==> src/rtl/csel_subtractor_pipe.sv <==
// Two-stage pipelined carry-select subtractor: Diff = A - B - Bin.
// Stage 1 resolves the low segment and precomputes both high-segment
// candidates. Stage 2 picks one using the low-segment carry and registers
// the result with its flags. Valid/ready flow control is on both sides.
`timescale 1ns/1ps

module csel_subtractor_pipe #(
    parameter int WIDTH = 32,
    parameter int LO_W  = WIDTH / 2
) (
    input  logic             clk,
    input  logic             rst,
    input  logic             in_valid,
    output logic             in_ready,
    input  logic [WIDTH-1:0] A,
    input  logic [WIDTH-1:0] B,
    input  logic             Bin,
    output logic             out_valid,
    input  logic             out_ready,
    output logic [WIDTH-1:0] Diff,
    output logic             Bout,
    output logic             Zero,
    output logic             Neg,
    output logic             Ovf
);

    localparam int HI_W = WIDTH - LO_W;

    // ------------------------------------------------------------------
    // Handshake
    // ------------------------------------------------------------------
    logic r_s1_valid;
    logic r_out_valid;
    logic w_s2_adv;
    logic w_s1_adv;
    logic w_accept;

    // Output stage can take a new beat when empty or being drained.
    assign w_s2_adv = ~r_out_valid | out_ready;
    // in_ready depends only on registered state and out_ready, never on in_valid.
    assign in_ready = ~r_s1_valid | w_s2_adv;
    assign w_accept = in_valid & in_ready;
    assign w_s1_adv = r_s1_valid & w_s2_adv;

    // ------------------------------------------------------------------
    // Stage 1 arithmetic: A + ~B + ~Bin, split into two segments
    // ------------------------------------------------------------------
    logic [WIDTH-1:0] w_nb;
    logic [LO_W:0]    w_lo_sum;
    logic [HI_W:0]    w_hi0_sum;
    logic [HI_W:0]    w_hi1_sum;

    assign w_nb = ~B;

    // Low segment takes the real carry-in (~Bin).
    assign w_lo_sum  = {1'b0, A[LO_W-1:0]} + {1'b0, w_nb[LO_W-1:0]}
                     + {{LO_W{1'b0}}, ~Bin};
    // High segment precomputed for both possible carries out of the low segment.
    assign w_hi0_sum = {1'b0, A[WIDTH-1:LO_W]} + {1'b0, w_nb[WIDTH-1:LO_W]};
    assign w_hi1_sum = {1'b0, A[WIDTH-1:LO_W]} + {1'b0, w_nb[WIDTH-1:LO_W]}
                     + {{HI_W{1'b0}}, 1'b1};

    logic [LO_W-1:0] r_lo;
    logic            r_c_lo;
    logic [HI_W-1:0] r_hi0;
    logic [HI_W-1:0] r_hi1;
    logic            r_c0;
    logic            r_c1;
    logic            r_a_msb;
    logic            r_b_msb;

    // Stage 1 valid: set on accept, cleared when it drains with no new accept.
    always_ff @(posedge clk or posedge rst) begin
        if (rst) begin
            r_s1_valid <= 1'b0;
        end else if (w_accept) begin
            r_s1_valid <= 1'b1;
        end else if (w_s1_adv) begin
            r_s1_valid <= 1'b0;
        end
    end

    // Stage 1 data: capture low result and both high candidates on accept.
    always_ff @(posedge clk or posedge rst) begin
        if (rst) begin
            r_lo    <= '0;
            r_c_lo  <= 1'b0;
            r_hi0   <= '0;
            r_hi1   <= '0;
            r_c0    <= 1'b0;
            r_c1    <= 1'b0;
            r_a_msb <= 1'b0;
            r_b_msb <= 1'b0;
        end else if (w_accept) begin
            r_lo    <= w_lo_sum[LO_W-1:0];
            r_c_lo  <= w_lo_sum[LO_W];
            r_hi0   <= w_hi0_sum[HI_W-1:0];
            r_c0    <= w_hi0_sum[HI_W];
            r_hi1   <= w_hi1_sum[HI_W-1:0];
            r_c1    <= w_hi1_sum[HI_W];
            r_a_msb <= A[WIDTH-1];
            r_b_msb <= B[WIDTH-1];
        end
    end

    // ------------------------------------------------------------------
    // Stage 2: carry select and flag generation
    // ------------------------------------------------------------------
    logic [HI_W-1:0]  w_hi;
    logic             w_carry;
    logic [WIDTH-1:0] w_diff;
    logic             w_ovf;

    assign w_hi    = r_c_lo ? r_hi1 : r_hi0;
    assign w_carry = r_c_lo ? r_c1  : r_c0;
    assign w_diff  = {w_hi, r_lo};
    // Signed overflow: operands of opposite sign and result sign differs from A.
    assign w_ovf   = (r_a_msb != r_b_msb) && (w_diff[WIDTH-1] != r_a_msb);

    logic [WIDTH-1:0] r_diff;
    logic             r_bout;
    logic             r_zero;
    logic             r_neg;
    logic             r_ovf;

    // Output valid: set when stage 1 moves in, cleared once consumed with nothing behind it.
    always_ff @(posedge clk or posedge rst) begin
        if (rst) begin
            r_out_valid <= 1'b0;
        end else if (w_s1_adv) begin
            r_out_valid <= 1'b1;
        end else if (w_s2_adv) begin
            r_out_valid <= 1'b0;
        end
    end

    // Output data: only updates when stage 1 advances, so it holds under backpressure.
    always_ff @(posedge clk or posedge rst) begin
        if (rst) begin
            r_diff <= '0;
            r_bout <= 1'b0;
            r_zero <= 1'b0;
            r_neg  <= 1'b0;
            r_ovf  <= 1'b0;
        end else if (w_s1_adv) begin
            r_diff <= w_diff;
            r_bout <= ~w_carry;
            r_zero <= (w_diff == '0);
            r_neg  <= w_diff[WIDTH-1];
            r_ovf  <= w_ovf;
        end
    end

    assign out_valid = r_out_valid;
    assign Diff      = r_diff;
    assign Bout      = r_bout;
    assign Zero      = r_zero;
    assign Neg       = r_neg;
    assign Ovf       = r_ovf;

endmodule
==> config.mk <==
export PLATFORM = sky130hd
export DESIGN_NAME = csel_subtractor_pipe
export DESIGN_NICKNAME = d
export VERILOG_FILES = /design/src/rtl/csel_subtractor_pipe.sv
export SDC_FILE = /design/constraint.sdc
export NUM_CORES = 1
export LEC_CHECK = 0
export CORE_MARGIN = 10
export CORE_UTILIZATION = 53
export CTS_CLUSTER_DIAMETER = 120
export CTS_CLUSTER_SIZE = 14
export DETAILED_ROUTE_END_ITERATION = 10
export PLACE_DENSITY = 0.81
export SKIP_CTS_REPAIR_TIMING = 1
export SYNTH_ARGS = -nofsm -noshare
export SYNTH_HDL_FRONTEND = slang
export SYNTH_SLANG_ARGS = --single-unit
==> constraint.sdc <==
create_clock -name clk -period 3.6 [get_ports clk]
set_input_delay 0.54 -clock clk [delete_from_list [all_inputs] [get_ports clk]]
set_output_delay 0.54 -clock clk [all_outputs]
set_load 0.05 [all_outputs]
Word level (Yosys, flattened, before mapping)
Index checks and enable logic that the tools add are counted.
W data, S select, Z words.

word-level totals
  flip-flop bits (word level) = 91
  output and inout port bits = 38
  logic and storage cells = 40

operators by class
  $add $sub $neg = 4
  equal/unequal tests = 2
  muxes and demuxes = 6
  bitwise logic cells = 9
  reductions and logical operators = 4

operator list
  cell                     number
  $add A16 B16 Y17         2
  $logic_not A32 Y1        1
  $not A32 Y32             1
  $add A17 B1 Y17          1
  $add A17 B1 Y17 const B  1
  $mux W16                 1
  $mux W1                  5
  $not A1 Y1               4
  $reduce_bool A2 Y1       2
  $and A1 B1 Y1            2
  $ne A1 B1 Y1             2
  $or A1 B1 Y1             2
  $logic_and A1 B1 Y1      1

Depth between registers and ports, before layout
Gate-level depths: netlist of run 1.

  depth in word-level cells = 5
  mapped depth = 12

Worst setup path after synthesis of run 1
Ideal clock, no wire load.

  path kind = input port to flip-flop
  start point = in B[16]
  end point = reg r_hi1[15]
  library setup time = 0.095 ns
  data arrival time = 2.980 ns
  data required time = 3.505 ns
  setup slack = 0.524 ns
  stages on the path = 11
  buffers on the path = 1
  cells stage by stage = inv_1 ha_1 fa_1 a21oi_1 o21bai_1 xor2_1 nand3_1 or3_1 clkbuf_1 o31a_1 o31ai_1

on the way
  cells in the longest elaborated chain, start to end = 3

ends and longest elaborated chain
  what                    line  text
  start: declaration      16    input logic [WIDTH-1:0] B,
  $not A32 Y32            53    assign w_nb = ~B;
  $add A16 B16 Y17        60    assign w_hi1_sum = {1'b0, A[WIDTH-1:LO_W]} + {1'b0, w_nb[WIDTH-1:LO_W]}
  $add A17 B1 Y17         61    + {{HI_W{1'b0}}, 1'b1};
  end signal: assignment  99    r_hi1 <= w_hi1_sum[HI_W-1:0];
  end: declaration        66    logic [HI_W-1:0] r_hi1;

No other way between the ends.
A chain may end at the register's enable or synchronous reset.

Worst setup path after layout of run 1
  start point = in B[0]
  end point = reg r_lo[12]

on the way
  cells in the longest elaborated chain, start to end = 3

ends and longest elaborated chain
  what                    line  text
  $not A32 Y32            53
  $add A16 B16 Y17        56    assign w_lo_sum = {1'b0, A[LO_W-1:0]} + {1'b0, w_nb[LO_W-1:0]}
  $add A17 B1 Y17         57    + {{LO_W{1'b0}}, ~Bin};
  end signal: assignment  95    r_lo <= w_lo_sum[LO_W-1:0];
  end: declaration        63    logic [LO_W-1:0] r_lo;

No other way between the ends.

==> flow_summary.html, run 1 <==
<table>
<tr><th>Metric</th><th>Value</th></tr>
<tr><th colspan="2">Worst setup path</th></tr>
<tr><td>Critical Path End Type</td><td>flip-flop</td></tr>
<tr><td>Crit path largest cell delay</td><td>around 0.45 ns</td></tr>
<tr><td>Critical path arrival</td><td>roughly 3.6 ns</td></tr>
<tr><td>Required time of the critical path</td><td>~3.8 ns</td></tr>
<tr><td>Max stage delay cell, worst path</td><td>sky130_fd_sc_hd__clkdlybuf4s50_1</td></tr>
<tr><td>Startpoint Class</td><td>input port</td></tr>
<tr><td>Top Family by Delay on Critical Path</td><td>compound AO/OA/AOI/OAI gates</td></tr>
<tr><td>Path type of the worst setup path</td><td>in2reg</td></tr>
<tr><td>CP Max Fanout</td><td>3</td></tr>
<tr><td>CP Buf/Inv Count</td><td>3</td></tr>
<tr><td>Worst path cell trace</td><td>clkdlybuf4s50_1 -&gt; inv_1 -&gt; fa_1 -&gt; fa_1 -&gt; a21o_1 -&gt; a21oi_1 -&gt; o21bai_1 -&gt; a21oi_1 -&gt; buf_4 -&gt; o21a_1 -&gt; o21ai_0 -&gt; o311ai_0 -&gt; o311ai_0</td></tr>
<tr><th colspan="2">Route</th></tr>
<tr><td>DR pass1 iterations</td><td>4</td></tr>
<tr><td>Average detailed-routed wire length per instance</td><td>15.4 um</td></tr>
<tr><td>Initial DRC Count</td><td>approximately 270</td></tr>
<tr><td>Mean number of vias per cell</td><td>5.47</td></tr>
<tr><td>Number of design rule violations left after detail routing</td><td>0</td></tr>
<tr><td>Antenna Violating Nets Remaining</td><td>0</td></tr>
<tr><td>Total Wirelength</td><td>between 10 and 15 mm</td></tr>
<tr><td>Detailed-route via count</td><td>4675</td></tr>
<tr><th colspan="2">Floorplan</th></tr>
<tr><td>Site row count</td><td>37</td></tr>
<tr><td>Die Wd</td><td>122 um</td></tr>
<tr><td>Ports placed on the boundary</td><td>approximately 110</td></tr>
<tr><td>Effective utilization at floorplan</td><td>between 50% and 60%</td></tr>
<tr><td>Placeable core area</td><td>a little over 10000 um^2</td></tr>
<tr><td>Floorplan die height</td><td>122 um</td></tr>
<tr><td>Full die area</td><td>between 10000 and 15000 um^2</td></tr>
<tr><th colspan="2">Power and ir drop</th></tr>
<tr><td>Total leakage power</td><td>~3.2 nW</td></tr>
<tr><td>Pwr Total</td><td>between 3 and 4 mW</td></tr>
<tr><td>Pwr per Cell Area</td><td>roughly 560 nW/um^2</td></tr>
<tr><td>Worst vdd ir</td><td>roughly 0.00033 V</td></tr>
<tr><th colspan="2">Logic synthesis</th></tr>
<tr><td>Gate count after technology mapping</td><td>around 600</td></tr>
<tr><td>Number of distinct library cells after synthesis</td><td>57</td></tr>
<tr><td>Most frequent cell after synthesis</td><td>sky130_fd_sc_hd__nand2_1</td></tr>
<tr><td>Sequential area share after synthesis</td><td>between 40% and 50%</td></tr>
<tr><td>Number of warnings issued by yosys</td><td>0</td></tr>
<tr><td>Top cells by count, synth</td><td>117 x sky130_fd_sc_hd__nand2_1, 90 x sky130_fd_sc_hd__dfrtp_1, 60 x sky130_fd_sc_hd__o21ai_0, 41 x sky130_fd_sc_hd__inv_1, 32 x sky130_fd_sc_hd__ha_1</td></tr>
<tr><td>Area share of the largest cell type after synthesis</td><td>41.1%</td></tr>
<tr><td>Async S/R FF share, synth</td><td>100%</td></tr>
<tr><td>#FFs+latches synth</td><td>90</td></tr>
<tr><td>Number of enable flip-flop cells after synthesis</td><td>0</td></tr>
<tr><td>Most frequently used flop master after synthesis</td><td>sky130_fd_sc_hd__dfrtp_1</td></tr>
<tr><td>Post-Syn Nets</td><td>705</td></tr>
<tr><td>Library cell with the largest summed area after synthesis</td><td>sky130_fd_sc_hd__dfrtp_1</td></tr>
<tr><td>Mean area per synthesized cell</td><td>9.12 um^2</td></tr>
<tr><td>Synthesized area</td><td>around 5500 um^2</td></tr>
<tr><td>Largest cells by area after synthesis</td><td>sky130_fd_sc_hd__dfrtp_1 41%, sky130_fd_sc_hd__nand2_1 8.0%, sky130_fd_sc_hd__ha_1 7.3%</td></tr>
<tr><th colspan="2">Timing</th></tr>
<tr><td>Unrepaired setup endpoints after global routing</td><td>no</td></tr>
<tr><td>Transition at the pin with the smallest max-transition slack</td><td>a little under 1 ns</td></tr>
<tr><td>Count of endpoints failing setup in the final report</td><td>0</td></tr>
<tr><td>Min cycle time layout</td><td>approximately 3.4 ns</td></tr>
<tr><td>Max_slew headroom</td><td>35.4%</td></tr>
<tr><td>Final Hold Viols</td><td>0</td></tr>
<tr><td>Worst hold slack after final layout</td><td>between 0.4 and 0.5 ns</td></tr>
<tr><td>Final period utilization</td><td>93.4%</td></tr>
<tr><td>Maximum operating frequency</td><td>around 300 MHz</td></tr>
<tr><td>Final setup skew</td><td>0.0122 ns</td></tr>
<tr><td>Pins over their slew limit</td><td>0</td></tr>
<tr><th colspan="2">Clocking</th></tr>
<tr><td>TritonCTS Sinks</td><td>90</td></tr>
<tr><td>Worst-Skew Late Latency</td><td>around 0.36 ns</td></tr>
<tr><td>Clock-pin slew of the registers on the worst-case setup and hold paths</td><td>~0.09 ns</td></tr>
<tr><td>H-tree levels</td><td>3</td></tr>
<tr><td>CTS tree</td><td>done</td></tr>
<tr><td>Buffer levels on the longest clock path</td><td>2</td></tr>
<tr><td>Clock root buffer</td><td>sky130_fd_sc_hd__clkbuf_8</td></tr>
<tr><td>CTS buffer count</td><td>9</td></tr>
<tr><th colspan="2">Final layout</th></tr>
<tr><td>N_diodes</td><td>0</td></tr>
<tr><td>Syn-to-layout area delta</td><td>28.6%</td></tr>
<tr><td>Share of the core filled with cells</td><td>69.2%</td></tr>
<tr><td>Total number of nets in the final design</td><td>818</td></tr>
<tr><td>Fraction of layout instances using a drive strength above 1</td><td>a little under a tenth</td></tr>
<tr><td>Finished Layout Cells</td><td>around 860</td></tr>
<tr><td>Final standard cell area without fillers</td><td>7050 um^2</td></tr>
<tr><th colspan="2">Placed design</th></tr>
<tr><td>Placed insts</td><td>about 840</td></tr>
<tr><td>Placed inst area</td><td>roughly 6800 um^2</td></tr>
<tr><td>Number of buffers inserted by port buffering</td><td>roughly 110</td></tr>
<tr><td>Post-DP HPWL</td><td>about 10 mm</td></tr>
<tr><td>RD Place Congestion</td><td>about 0.90</td></tr>
<tr><th colspan="2">Global route</th></tr>
<tr><td>Wire length of the first global-routing pass</td><td>roughly 22 mm</td></tr>
<tr><td>Maximum number of pins on one net before global-route repair</td><td>63</td></tr>
<tr><td>Via count of the first global-routing pass</td><td>about 4600</td></tr>
<tr><td>Initial antenna violation count</td><td>0</td></tr>
<tr><td>Total routing usage reported by global routing</td><td>17.6%</td></tr>
<tr><td>GR Overflow Total</td><td>0</td></tr>
<tr><th colspan="2">Status</th></tr>
<tr><td>Outcome</td><td>finished clean</td></tr>
<tr><th colspan="2">Worst hold path</th></tr>
<tr><td>Hold Path Class</td><td>reg2reg</td></tr>
<tr><th colspan="2">Flow run</th></tr>
<tr><td>Max Cap Violations</td><td>0</td></tr>
</table>
## stage by stage
stage | setup slack (ns) | TNS, ns
finish | 0.238 | 0
global placement | -0.000722 | -0.000722
global route | 0.0279 | 0
detailed placement | -0.0798 | -0.160
floorplan | 0.524 | 0
CTS | 0.293 | 0
## sequential cells by signal, summed over array words and instances (netlist names), 16 cells and up
register	count
Diff	32
r_hi0	16
r_hi1	16
r_lo	16
## worst paths after layout
path,startpoint,cells after the start,end,slack (ns)
worst max register to register,r_c_lo,4,Zero,1.71
worst max-delay path,B[0],13,r_lo[12],0.24
min in group asynchronous,rst,2,r_hi1[12],0.53
worst min-delay path,Diff[27],2,Diff[27],0.49
max in group asynchronous,rst,3,r_lo[12],2.24
worst min register to register,Diff[27],2,Diff[27],0.49
## layout make-up
type / instances / area [um^2]
clock buffer: 9 / 124
clock inverter: 7 / 141
fill: 792 / 3140
inverter: 41 / 155
multi-input combinational: 447 / 2990
sequential: 90 / 2250
tap: 136 / 170
timing repair buffer: 125 / 1220
## layout by cell type (no fill, tap or decap), types with 3 or more instances in the layout
cell,netlist,routed
sky130_fd_sc_hd__nor3_1,12,12
sky130_fd_sc_hd__and3_1,9,9
sky130_fd_sc_hd__o41ai_1,5,5
sky130_fd_sc_hd__clkbuf_8,0,9
sky130_fd_sc_hd__o21bai_1,5,5
sky130_fd_sc_hd__fa_1,3,3
sky130_fd_sc_hd__nor4_1,12,12
sky130_fd_sc_hd__o2111ai_1,4,4
sky130_fd_sc_hd__buf_4,1,18
sky130_fd_sc_hd__inv_1,41,40
sky130_fd_sc_hd__nand3b_1,4,4
sky130_fd_sc_hd__o31a_1,4,4
sky130_fd_sc_hd__a21o_1,8,8
sky130_fd_sc_hd__o31ai_1,4,4
sky130_fd_sc_hd__mux2_2,17,17
sky130_fd_sc_hd__or3_1,6,6
sky130_fd_sc_hd__o311ai_0,3,3
sky130_fd_sc_hd__o211ai_1,4,4
sky130_fd_sc_hd__a21oi_1,15,15
sky130_fd_sc_hd__nand2b_1,5,5
sky130_fd_sc_hd__xor2_1,11,11
sky130_fd_sc_hd__nand3_1,9,9
sky130_fd_sc_hd__bufinv_16,0,4
sky130_fd_sc_hd__nand2_1,117,115
sky130_fd_sc_hd__mux2i_1,17,17
sky130_fd_sc_hd__nor2_1,14,14
sky130_fd_sc_hd__o21ai_0,60,60
sky130_fd_sc_hd__dfrtp_1,90,90
sky130_fd_sc_hd__xnor2_1,20,20
sky130_fd_sc_hd__a31oi_1,4,4
sky130_fd_sc_hd__a211oi_1,4,4
sky130_fd_sc_hd__clkdlybuf4s50_1,0,106
sky130_fd_sc_hd__ha_1,32,32
sky130_fd_sc_hd__o21a_1,9,9
## worst register-to-register path: stages (launching register included)
cell,delay (ns)
sky130_fd_sc_hd__dfrtp_1,0.54
sky130_fd_sc_hd__or4b_2,0.62
sky130_fd_sc_hd__o22ai_1,0.21
sky130_fd_sc_hd__o2111ai_1,0.15
sky130_fd_sc_hd__o41ai_1,0.26
## layer usage
metal	GRT usage, %	vias to the layer above	share of wire, %
li1	-	2341	-
met1	23.6	2195	47
met2	28.6	122	47
met3	2.64	17	4.9
met4	5.59	0	1.4
met5	0	-	0
## where the power goes
part	leakage [nW]	total, mW	internal (mW)	switching, mW
combinational	1.95	1.62	0.638	0.981
sequential	1.10	1.45	1.26	0.183
clock	0.129	0.893	0.531	0.362
total	3.19	3.96	2.43	1.53
## kinds of logic (layout without fill, tap and decap cells)
| logic type | after synthesis | after routing | share of synthesized area (%) |
|---|---|---|---|
| muxes | 34 | 34 | 6.60 |
| DFF | 90 | 90 | 41.1 |
| xor gates and xnor gates | 31 | 31 | 4.96 |
| and+or+nand+nor | 204 | 204 | 17.4 |
| adders and majority gates | 35 | 35 | 8.40 |
| buffers and inverters | 64 | 182 | 4.45 |
| AOI/OAI and AO/OA | 143 | 143 | 17.1 |
Note: power is estimated with default switching activity, not from simulation.
==> run 2, diff against run 1 <==
--- a/config.mk
+++ b/config.mk
@@ -6,4 +6,5 @@
 export NUM_CORES = 1
 export LEC_CHECK = 0
+export CAP_MARGIN = 20
 export CORE_MARGIN = 10
 export CORE_UTILIZATION = 53
==> constraint.sdc (replaced) <==
create_clock -name clk -period 3.6 [get_ports clk]
set_input_delay 0.54 -clock clk [delete_from_list [all_inputs] [get_ports clk]]
set_output_delay 0.54 -clock clk [all_outputs]
set_load 0.1 [all_outputs]
==> flow_summary.html, run 2 (synthesis gave the netlist of run 1 again) <==
<table>
<tr><th>Metric</th><th>Value</th></tr>
<tr><th colspan="2">Global route</th></tr>
<tr><td>Maximum number of pins on one net before global-route repair</td><td>63</td></tr>
<tr><td>Wire length of the first global-routing pass</td><td>between 20 and 25 mm</td></tr>
<tr><td>Via count of the first global-routing pass</td><td>approximately 4700</td></tr>
<tr><td>Grt met2 use</td><td>28.8%</td></tr>
<tr><td>GR Layer Usage met3</td><td>3.01%</td></tr>
<tr><td>GR Overflow Total</td><td>0</td></tr>
<tr><td>Total routing usage reported by global routing</td><td>17.9%</td></tr>
<tr><td>Initial antenna violation count</td><td>0</td></tr>
<tr><td>Global route hottest layer</td><td>met2</td></tr>
<tr><td>GRT met1 Usage</td><td>roughly a quarter</td></tr>
<tr><th colspan="2">Worst setup path</th></tr>
<tr><td>Register-to-register setup slack</td><td>1.74 ns</td></tr>
<tr><td>RR Endpoint</td><td>r_lo[14]</td></tr>
<tr><td>Critical Path End Type</td><td>flip-flop</td></tr>
<tr><td>Path type of the worst setup path</td><td>in2reg</td></tr>
<tr><td>Startpoint Class</td><td>input port</td></tr>
<tr><td>Path depth of the worst reg2reg path</td><td>6</td></tr>
<tr><td>CP Max Fanout</td><td>3</td></tr>
<tr><td>Critical path arrival</td><td>around 3.6 ns</td></tr>
<tr><td>Required time of the critical path</td><td>3.83 ns</td></tr>
<tr><td>Critical R2R Launch</td><td>r_s1_valid</td></tr>
<tr><th colspan="2">Route</th></tr>
<tr><td>Number of design rule violations left after detail routing</td><td>0</td></tr>
<tr><td>Average detailed-routed wire length per instance</td><td>15.4 um</td></tr>
<tr><td>Initial DRC Count</td><td>238</td></tr>
<tr><td>DR pass1 iterations</td><td>7</td></tr>
<tr><td>Detailed-route via count</td><td>between 4000 and 5000</td></tr>
<tr><td>Mean number of vias per cell</td><td>~5.6</td></tr>
<tr><td>Total Wirelength</td><td>between 10 and 15 mm</td></tr>
<tr><td>Antenna Violating Nets Remaining</td><td>0</td></tr>
<tr><th colspan="2">Final layout</th></tr>
<tr><td>Leading cell types in the layout, fill and taps excluded</td><td>115 x sky130_fd_sc_hd__nand2_1, 105 x sky130_fd_sc_hd__clkdlybuf4s50_1, 90 x sky130_fd_sc_hd__dfrtp_1</td></tr>
<tr><td>Flip-flop count of the largest register after layout</td><td>32</td></tr>
<tr><td>Fraction of layout instances using a drive strength above 1</td><td>a little under a tenth</td></tr>
<tr><td>Total number of nets in the final design</td><td>roughly 820</td></tr>
<tr><td>Fill cell count</td><td>816</td></tr>
<tr><td>Final standard cell area without fillers</td><td>approximately 7000 um^2</td></tr>
<tr><td>N_diodes</td><td>0</td></tr>
<tr><td>Most common cell after layout, fill and taps aside</td><td>sky130_fd_sc_hd__nand2_1</td></tr>
<tr><td>Syn-to-layout area delta</td><td>26.9%</td></tr>
<tr><td>Share of the core filled with cells</td><td>about 68%</td></tr>
<tr><th colspan="2">Power and ir drop</th></tr>
<tr><td>Pwr per Cell Area</td><td>601 nW/um^2</td></tr>
<tr><td>Worst vdd ir</td><td>~0.00040 V</td></tr>
<tr><td>Total leakage power</td><td>about 3.1 nW</td></tr>
<tr><th colspan="2">Worst hold path</th></tr>
<tr><td>Worst Hold End</td><td>Diff[23]</td></tr>
<tr><td>Hold path startpoint</td><td>Diff[23]</td></tr>
<tr><td>Hold Path Class</td><td>reg2reg</td></tr>
<tr><td>Worst hold path stage count</td><td>2</td></tr>
<tr><th colspan="2">Placed design</th></tr>
<tr><td>RD Place Congestion</td><td>0.902</td></tr>
<tr><td>Placed inst area</td><td>between 6000 and 7000 um^2</td></tr>
<tr><td>Placement-stage worst setup slack</td><td>-0.0750 ns</td></tr>
<tr><td>Post-DP HPWL</td><td>between 10 and 15 mm</td></tr>
<tr><td>Number of buffers inserted by port buffering</td><td>around 110</td></tr>
<tr><th colspan="2">Clocking</th></tr>
<tr><td>Clock root buffer</td><td>sky130_fd_sc_hd__clkbuf_8</td></tr>
<tr><td>Buffer levels on the longest clock path</td><td>2</td></tr>
<tr><td>H-tree levels</td><td>3</td></tr>
<tr><td>TritonCTS Sinks</td><td>90</td></tr>
<tr><td>Worst-Skew Late Latency</td><td>between 0.3 and 0.4 ns</td></tr>
<tr><td>CTS buffer count</td><td>9</td></tr>
<tr><td>CTS tree</td><td>done</td></tr>
<tr><td>Clock-pin slew of the registers on the worst-case setup and hold paths</td><td>about 0.080 ns</td></tr>
<tr><th colspan="2">Timing</th></tr>
<tr><td>Min cycle time layout</td><td>between 3 and 4 ns</td></tr>
<tr><td>Transition at the pin with the smallest max-transition slack</td><td>a little over 1 ns</td></tr>
<tr><td>Worst Setup Slack, final</td><td>approximately 0.25 ns</td></tr>
<tr><td>Pins over their slew limit</td><td>0</td></tr>
<tr><td>Count of endpoints failing setup in the final report</td><td>0</td></tr>
<tr><td>Final period utilization</td><td>93.1%</td></tr>
<tr><td>Unrepaired setup endpoints after global routing</td><td>no</td></tr>
<tr><td>Max_slew headroom</td><td>~31%</td></tr>
<tr><td>Final setup skew</td><td>0.00809 ns</td></tr>
<tr><td>Final-layout setup total negative slack</td><td>0 ns</td></tr>
<tr><td>Worst hold slack after final layout</td><td>just under 0.5 ns</td></tr>
<tr><td>Maximum operating frequency</td><td>~300 MHz</td></tr>
<tr><td>Final Hold Viols</td><td>0</td></tr>
<tr><th colspan="2">Floorplan</th></tr>
<tr><td>Placeable core area</td><td>roughly 10000 um^2</td></tr>
<tr><td>Site row count</td><td>37</td></tr>
<tr><td>Full die area</td><td>about 15000 um^2</td></tr>
<tr><td>Effective utilization at floorplan</td><td>a little over half</td></tr>
<tr><td>Floorplan die height</td><td>about 120 um</td></tr>
<tr><td>Die Wd</td><td>roughly 120 um</td></tr>
<tr><td>Ports placed on the boundary</td><td>around 110</td></tr>
<tr><th colspan="2">Status</th></tr>
<tr><td>Outcome</td><td>finished clean</td></tr>
<tr><th colspan="2">Flow run</th></tr>
<tr><td>Max Cap Violations</td><td>0</td></tr>
</table>
run 2: layout make-up:
| class | count | area [um^2] | area share, % |
|---|---|---|---|
| Multi-Input combinational cell | 447 | 2990 | 43.0 |
| Sequential cell | 90 | 2250 | 32.4 |
| Timing Repair Buffer | 125 | 1210 | 17.5 |
| Tap cell | 136 | 170 | 2.45 |
| Clock buffer | 13 | 159 | 2.29 |
| Inverter | 41 | 155 | 2.23 |
| Clock inverter | 2 | 12.5 | 0.180 |
run 2: critical path, cell delays in order:
cell and delay, ns:
sky130_fd_sc_hd__clkdlybuf4s50_1 0.46, sky130_fd_sc_hd__inv_1 0.05, sky130_fd_sc_hd__fa_1 0.43, sky130_fd_sc_hd__fa_1 0.42
sky130_fd_sc_hd__a21o_1 0.19, sky130_fd_sc_hd__a21oi_1 0.21, sky130_fd_sc_hd__o21bai_1 0.10, sky130_fd_sc_hd__a21oi_1 0.17
sky130_fd_sc_hd__buf_4 0.15, sky130_fd_sc_hd__o21a_1 0.15, sky130_fd_sc_hd__o211ai_1 0.14, sky130_fd_sc_hd__and3_1 0.18
sky130_fd_sc_hd__or3_1 0.38
run 2: through the flow:
step	total power, mW	instances
after global placement	3.52	839
after global routing	4.39	854
after floorplan	2.98	601
after CTS	4.20	854
final	4.18	854
after detailed placement	3.58	839
run 2: worst max path at each step:
stage	to	startpoint
after floorplan	r_lo[11]	out_valid
after global placement	r_lo[13]	B[0]
after detailed placement	r_lo[12]	B[0]
after CTS	r_lo[14]	B[0]
after global routing	r_c1	B[16]
final	r_lo[14]	B[0]
run 2: metal layers:
layer / part of all wire (%) / vias to the layer above / routed length (um)
li1: - / 2343 / -
met5: 0 / - / 0
met3: 5.5 / 21 / 731
met4: 2.0 / 0 / 266
met2: 47 / 153 / 6140
met1: 46 / 2233 / 6030
run 2: power breakdown:
| group | switching (mW) | total, mW | internal, mW | leakage [nW] |
|---|---|---|---|---|
| combinational | 1.48 | 2.12 | 0.636 | 1.95 |
| sequential | 0.181 | 1.44 | 1.26 | 1.10 |
| clock | 0.332 | 0.616 | 0.284 | 0.0855 |
| total | 1.99 | 4.18 | 2.18 | 3.14 |
==> run 3, diff against run 2 <==
- ABC_AREA: not set -> 1
- TNS_END_PERCENT: not set -> 10
==> flow_summary.html, run 3 <==
<table>
<tr><th>Metric</th><th>Value</th></tr>
<tr><th colspan="2">Power and ir drop</th></tr>
<tr><td>Total leakage power</td><td>3.63 nW</td></tr>
<tr><td>Pwr Total</td><td>4.48 mW</td></tr>
<tr><td>Worst vdd ir</td><td>between 0.0005 and 0.0006 V</td></tr>
<tr><td>Pwr per Cell Area</td><td>630 nW/um^2</td></tr>
<tr><th colspan="2">Timing</th></tr>
<tr><td>Count of endpoints failing setup in the final report</td><td>0</td></tr>
<tr><td>Final Hold Viols</td><td>0</td></tr>
<tr><td>Transition at the pin with the smallest max-transition slack</td><td>roughly 1.0 ns</td></tr>
<tr><td>Worst Setup Slack, final</td><td>between 0.7 and 0.8 ns</td></tr>
<tr><td>Final-layout setup total negative slack</td><td>0 ns</td></tr>
<tr><td>Pins over their slew limit</td><td>0</td></tr>
<tr><td>Final setup skew</td><td>approximately 0.011 ns</td></tr>
<tr><td>Final period utilization</td><td>between 70% and 80%</td></tr>
<tr><td>Min cycle time layout</td><td>~2.8 ns</td></tr>
<tr><td>Unrepaired setup endpoints after global routing</td><td>no</td></tr>
<tr><td>Maximum operating frequency</td><td>around 360 MHz</td></tr>
<tr><td>Max_slew headroom</td><td>around a third</td></tr>
<tr><td>Worst hold slack after final layout</td><td>0.489 ns</td></tr>
<tr><th colspan="2">Logic synthesis</th></tr>
<tr><td>Synthesized area</td><td>between 5000 and 6000 um^2</td></tr>
<tr><td>Number of enable flip-flop cells after synthesis</td><td>0</td></tr>
<tr><td>Mean area per synthesized cell</td><td>just over 7 um^2</td></tr>
<tr><td>Gate count after technology mapping</td><td>805</td></tr>
<tr><td>#FFs+latches synth</td><td>90</td></tr>
<tr><td>Number of distinct library cells after synthesis</td><td>between 40 and 50</td></tr>
<tr><td>Number of warnings issued by yosys</td><td>0</td></tr>
<tr><td>Top cells by count, synth</td><td>251 x sky130_fd_sc_hd__nand2_1, 124 x sky130_fd_sc_hd__inv_1, 90 x sky130_fd_sc_hd__dfrtp_1, 69 x sky130_fd_sc_hd__o21ai_0, 61 x sky130_fd_sc_hd__nor2_1</td></tr>
<tr><td>Most frequent cell after synthesis</td><td>sky130_fd_sc_hd__nand2_1</td></tr>
<tr><td>Sequential area share after synthesis</td><td>approximately 40%</td></tr>
<tr><td>Most frequently used flop master after synthesis</td><td>sky130_fd_sc_hd__dfrtp_1</td></tr>
<tr><td>Area share of the largest cell type after synthesis</td><td>39.2%</td></tr>
<tr><td>Largest cells by area after synthesis</td><td>sky130_fd_sc_hd__dfrtp_1 39%, sky130_fd_sc_hd__nand2_1 16%, sky130_fd_sc_hd__inv_1 8.1%</td></tr>
<tr><td>Library cell with the largest summed area after synthesis</td><td>sky130_fd_sc_hd__dfrtp_1</td></tr>
<tr><td>Post-Syn Nets</td><td>909</td></tr>
<tr><td>Async S/R FF share, synth</td><td>100%</td></tr>
<tr><th colspan="2">Worst setup path</th></tr>
<tr><td>Startpoint Class</td><td>input port</td></tr>
<tr><td>Worst setup path endpoint</td><td>r_hi1[12]</td></tr>
<tr><td>RR Endpoint</td><td>Zero</td></tr>
<tr><td>Critical path arrival</td><td>~3 ns</td></tr>
<tr><td>Critical Path End Type</td><td>flip-flop</td></tr>
<tr><td>Startpoint of the worst setup timing path</td><td>B[16]</td></tr>
<tr><td>Required time of the critical path</td><td>about 3.9 ns</td></tr>
<tr><td>Critical R2R Launch</td><td>r_c_lo</td></tr>
<tr><td>Path depth of the worst reg2reg path</td><td>6</td></tr>
<tr><td>Path type of the worst setup path</td><td>in2reg</td></tr>
<tr><td>CP Max Fanout</td><td>4</td></tr>
<tr><td>Register-to-register setup slack</td><td>~1.4 ns</td></tr>
<tr><th colspan="2">Final layout</th></tr>
<tr><td>Syn-to-layout area delta</td><td>24.0%</td></tr>
<tr><td>Total number of nets in the final design</td><td>roughly 1000</td></tr>
<tr><td>Finished Layout Cells</td><td>roughly 1000</td></tr>
<tr><td>Final standard cell area without fillers</td><td>7120 um^2</td></tr>
<tr><td>Fraction of layout instances using a drive strength above 1</td><td>between 5 and 6%</td></tr>
<tr><td>Leading cell types in the layout, fill and taps excluded</td><td>251 x sky130_fd_sc_hd__nand2_1, 123 x sky130_fd_sc_hd__inv_1, 105 x sky130_fd_sc_hd__clkdlybuf4s50_1</td></tr>
<tr><td>Flip-flop count of the largest register after layout</td><td>32</td></tr>
<tr><td>Share of the core filled with cells</td><td>approximately two thirds</td></tr>
<tr><td>Fill cell count</td><td>approximately 910</td></tr>
<tr><td>N_diodes</td><td>0</td></tr>
<tr><td>Most common cell after layout, fill and taps aside</td><td>sky130_fd_sc_hd__nand2_1</td></tr>
<tr><th colspan="2">Route</th></tr>
<tr><td>Antenna Violating Nets Remaining</td><td>0</td></tr>
<tr><td>DR pass1 iterations</td><td>5</td></tr>
<tr><td>Initial DRC Count</td><td>377</td></tr>
<tr><td>Detailed-route via count</td><td>~5400</td></tr>
<tr><td>Average detailed-routed wire length per instance</td><td>between 10 and 15 um</td></tr>
<tr><td>Mean number of vias per cell</td><td>approximately 5.1</td></tr>
<tr><td>Total Wirelength</td><td>roughly 14 mm</td></tr>
<tr><td>Number of design rule violations left after detail routing</td><td>0</td></tr>
<tr><th colspan="2">Global route</th></tr>
<tr><td>Total routing usage reported by global routing</td><td>17.9%</td></tr>
<tr><td>GR Overflow Total</td><td>0</td></tr>
<tr><td>Wire length of the first global-routing pass</td><td>between 20 and 25 mm</td></tr>
<tr><td>Via count of the first global-routing pass</td><td>roughly 5000</td></tr>
<tr><td>Maximum number of pins on one net before global-route repair</td><td>91</td></tr>
<tr><td>Initial antenna violation count</td><td>0</td></tr>
<tr><th colspan="2">Placed design</th></tr>
<tr><td>Number of buffers inserted by port buffering</td><td>around 110</td></tr>
<tr><td>Post-DP HPWL</td><td>10.9 mm</td></tr>
<tr><td>RD Place Congestion</td><td>around 0.9</td></tr>
<tr><td>Placed insts</td><td>between 1000 and 1500</td></tr>
<tr><td>Placed inst area</td><td>6930 um^2</td></tr>
<tr><td>Placement-stage worst setup slack</td><td>between 0.4 and 0.5 ns</td></tr>
<tr><th colspan="2">Floorplan</th></tr>
<tr><td>Placeable core area</td><td>between 10000 and 15000 um^2</td></tr>
<tr><td>Site row count</td><td>37</td></tr>
<tr><td>Floorplan die height</td><td>approximately 120 um</td></tr>
<tr><td>Ports placed on the boundary</td><td>between 100 and 150</td></tr>
<tr><td>Full die area</td><td>around 15000 um^2</td></tr>
<tr><td>Die Wd</td><td>approximately 120 um</td></tr>
<tr><td>Effective utilization at floorplan</td><td>a little under three fifths</td></tr>
<tr><th colspan="2">Clocking</th></tr>
<tr><td>H-tree levels</td><td>3</td></tr>
<tr><td>CTS buffer count</td><td>9</td></tr>
<tr><td>CTS tree</td><td>done</td></tr>
<tr><td>TritonCTS Sinks</td><td>90</td></tr>
<tr><td>Worst-Skew Late Latency</td><td>around 0.36 ns</td></tr>
<tr><td>Buffer levels on the longest clock path</td><td>2</td></tr>
<tr><td>Clock-pin slew of the registers on the worst-case setup and hold paths</td><td>around 0.1 ns</td></tr>
<tr><td>Clock root buffer</td><td>sky130_fd_sc_hd__clkbuf_8</td></tr>
<tr><th colspan="2">Flow run</th></tr>
<tr><td>Max Cap Violations</td><td>0</td></tr>
<tr><th colspan="2">Worst hold path</th></tr>
<tr><td>Hold Path Class</td><td>reg2reg</td></tr>
<tr><th colspan="2">Status</th></tr>
<tr><td>Outcome</td><td>finished clean</td></tr>
</table>
[run 3: changes by cell type in the layout (fill, tap and decap cells not counted), sizes merged, moves of 11 or more]
| cell | before | now |
|---|---|---|
| xnor2 | 20 | 4 |
| a21oi | 15 | 28 |
| nand3 | 9 | 45 |
| nand4 | 3 | 16 |
| mux2i | 17 | 0 |
| nand2 | 117 | 259 |
| mux2 | 17 | 0 |
| nor2 | 14 | 66 |
| nor4 | 12 | 1 |
| buf | 20 | 7 |
| inv | 40 | 128 |
[run 3: cells by family after synthesis]
logic type / synth area share, %
buffers and inverters: 9.79
adder cells (fa/ha/maj): 8.02
XOR/XNOR: 1.35
AO/OA/AOI/OAI: 12.1
flip-flops: 39.2
AND/OR/NAND/NOR: 29.5
[run 3: area by class of cell]
cell class              instances  area [um^2]  area share [%]
repair buffers                112         1120            15.7
multi-input cells             567         2930            41.1
flip-flops and latches         90         2250            31.6
well taps                     136          170            2.39
clock buffers                   9          124            1.74
clock inverters                 7         60.1           0.844
inverters                     125          470            6.61
[run 3: worst max-delay path, cell delays in order]
cell                              delay (ns)
sky130_fd_sc_hd__clkdlybuf4s50_1        0.45
sky130_fd_sc_hd__inv_1                  0.04
sky130_fd_sc_hd__ha_1                   0.22
sky130_fd_sc_hd__fa_1                   0.51
sky130_fd_sc_hd__ha_1                   0.16
sky130_fd_sc_hd__inv_1                  0.04
sky130_fd_sc_hd__nor2_1                 0.18
sky130_fd_sc_hd__nand3_1                0.15
sky130_fd_sc_hd__nor2_2                 0.20
sky130_fd_sc_hd__nand3_2                0.16
sky130_fd_sc_hd__nor2_2                 0.15
sky130_fd_sc_hd__nand2_1                0.10
sky130_fd_sc_hd__nand2_1                0.08
sky130_fd_sc_hd__o211ai_2               0.07
[run 3: power by group]
part / internal, mW / leakage [nW] / switching [mW]
clock: 0.263 / 0.0912 / 0.373
combinational: 0.611 / 2.45 / 1.79
sequential: 1.28 / 1.09 / 0.163
total: 2.16 / 3.63 / 2.32
[run 3: metal layers]
layer  vias up  share of wire [%]  track usage (%)
li1       2751                  -                -
met5         -                  0                0
met4         0               0.57             3.88
met1      2440                 48             25.2
met2       171                 44             27.9
met3         5                7.5             3.53
[run 3: worst min-delay path by stage]
stage | startpoint | endpoint | slack [ns] | cells after the start
floorplan | r_hi0[15] | r_hi0[15] | 0.44 | 2
global placement | r_hi0[15] | r_hi0[15] | 0.46 | 2
detailed placement | r_hi1[1] | r_hi1[1] | 0.47 | 2
CTS | r_hi1[1] | r_hi1[1] | 0.49 | 2
global route | r_hi1[1] | r_hi1[1] | 0.50 | 2
finish | Diff[21] | Diff[21] | 0.49 | 2
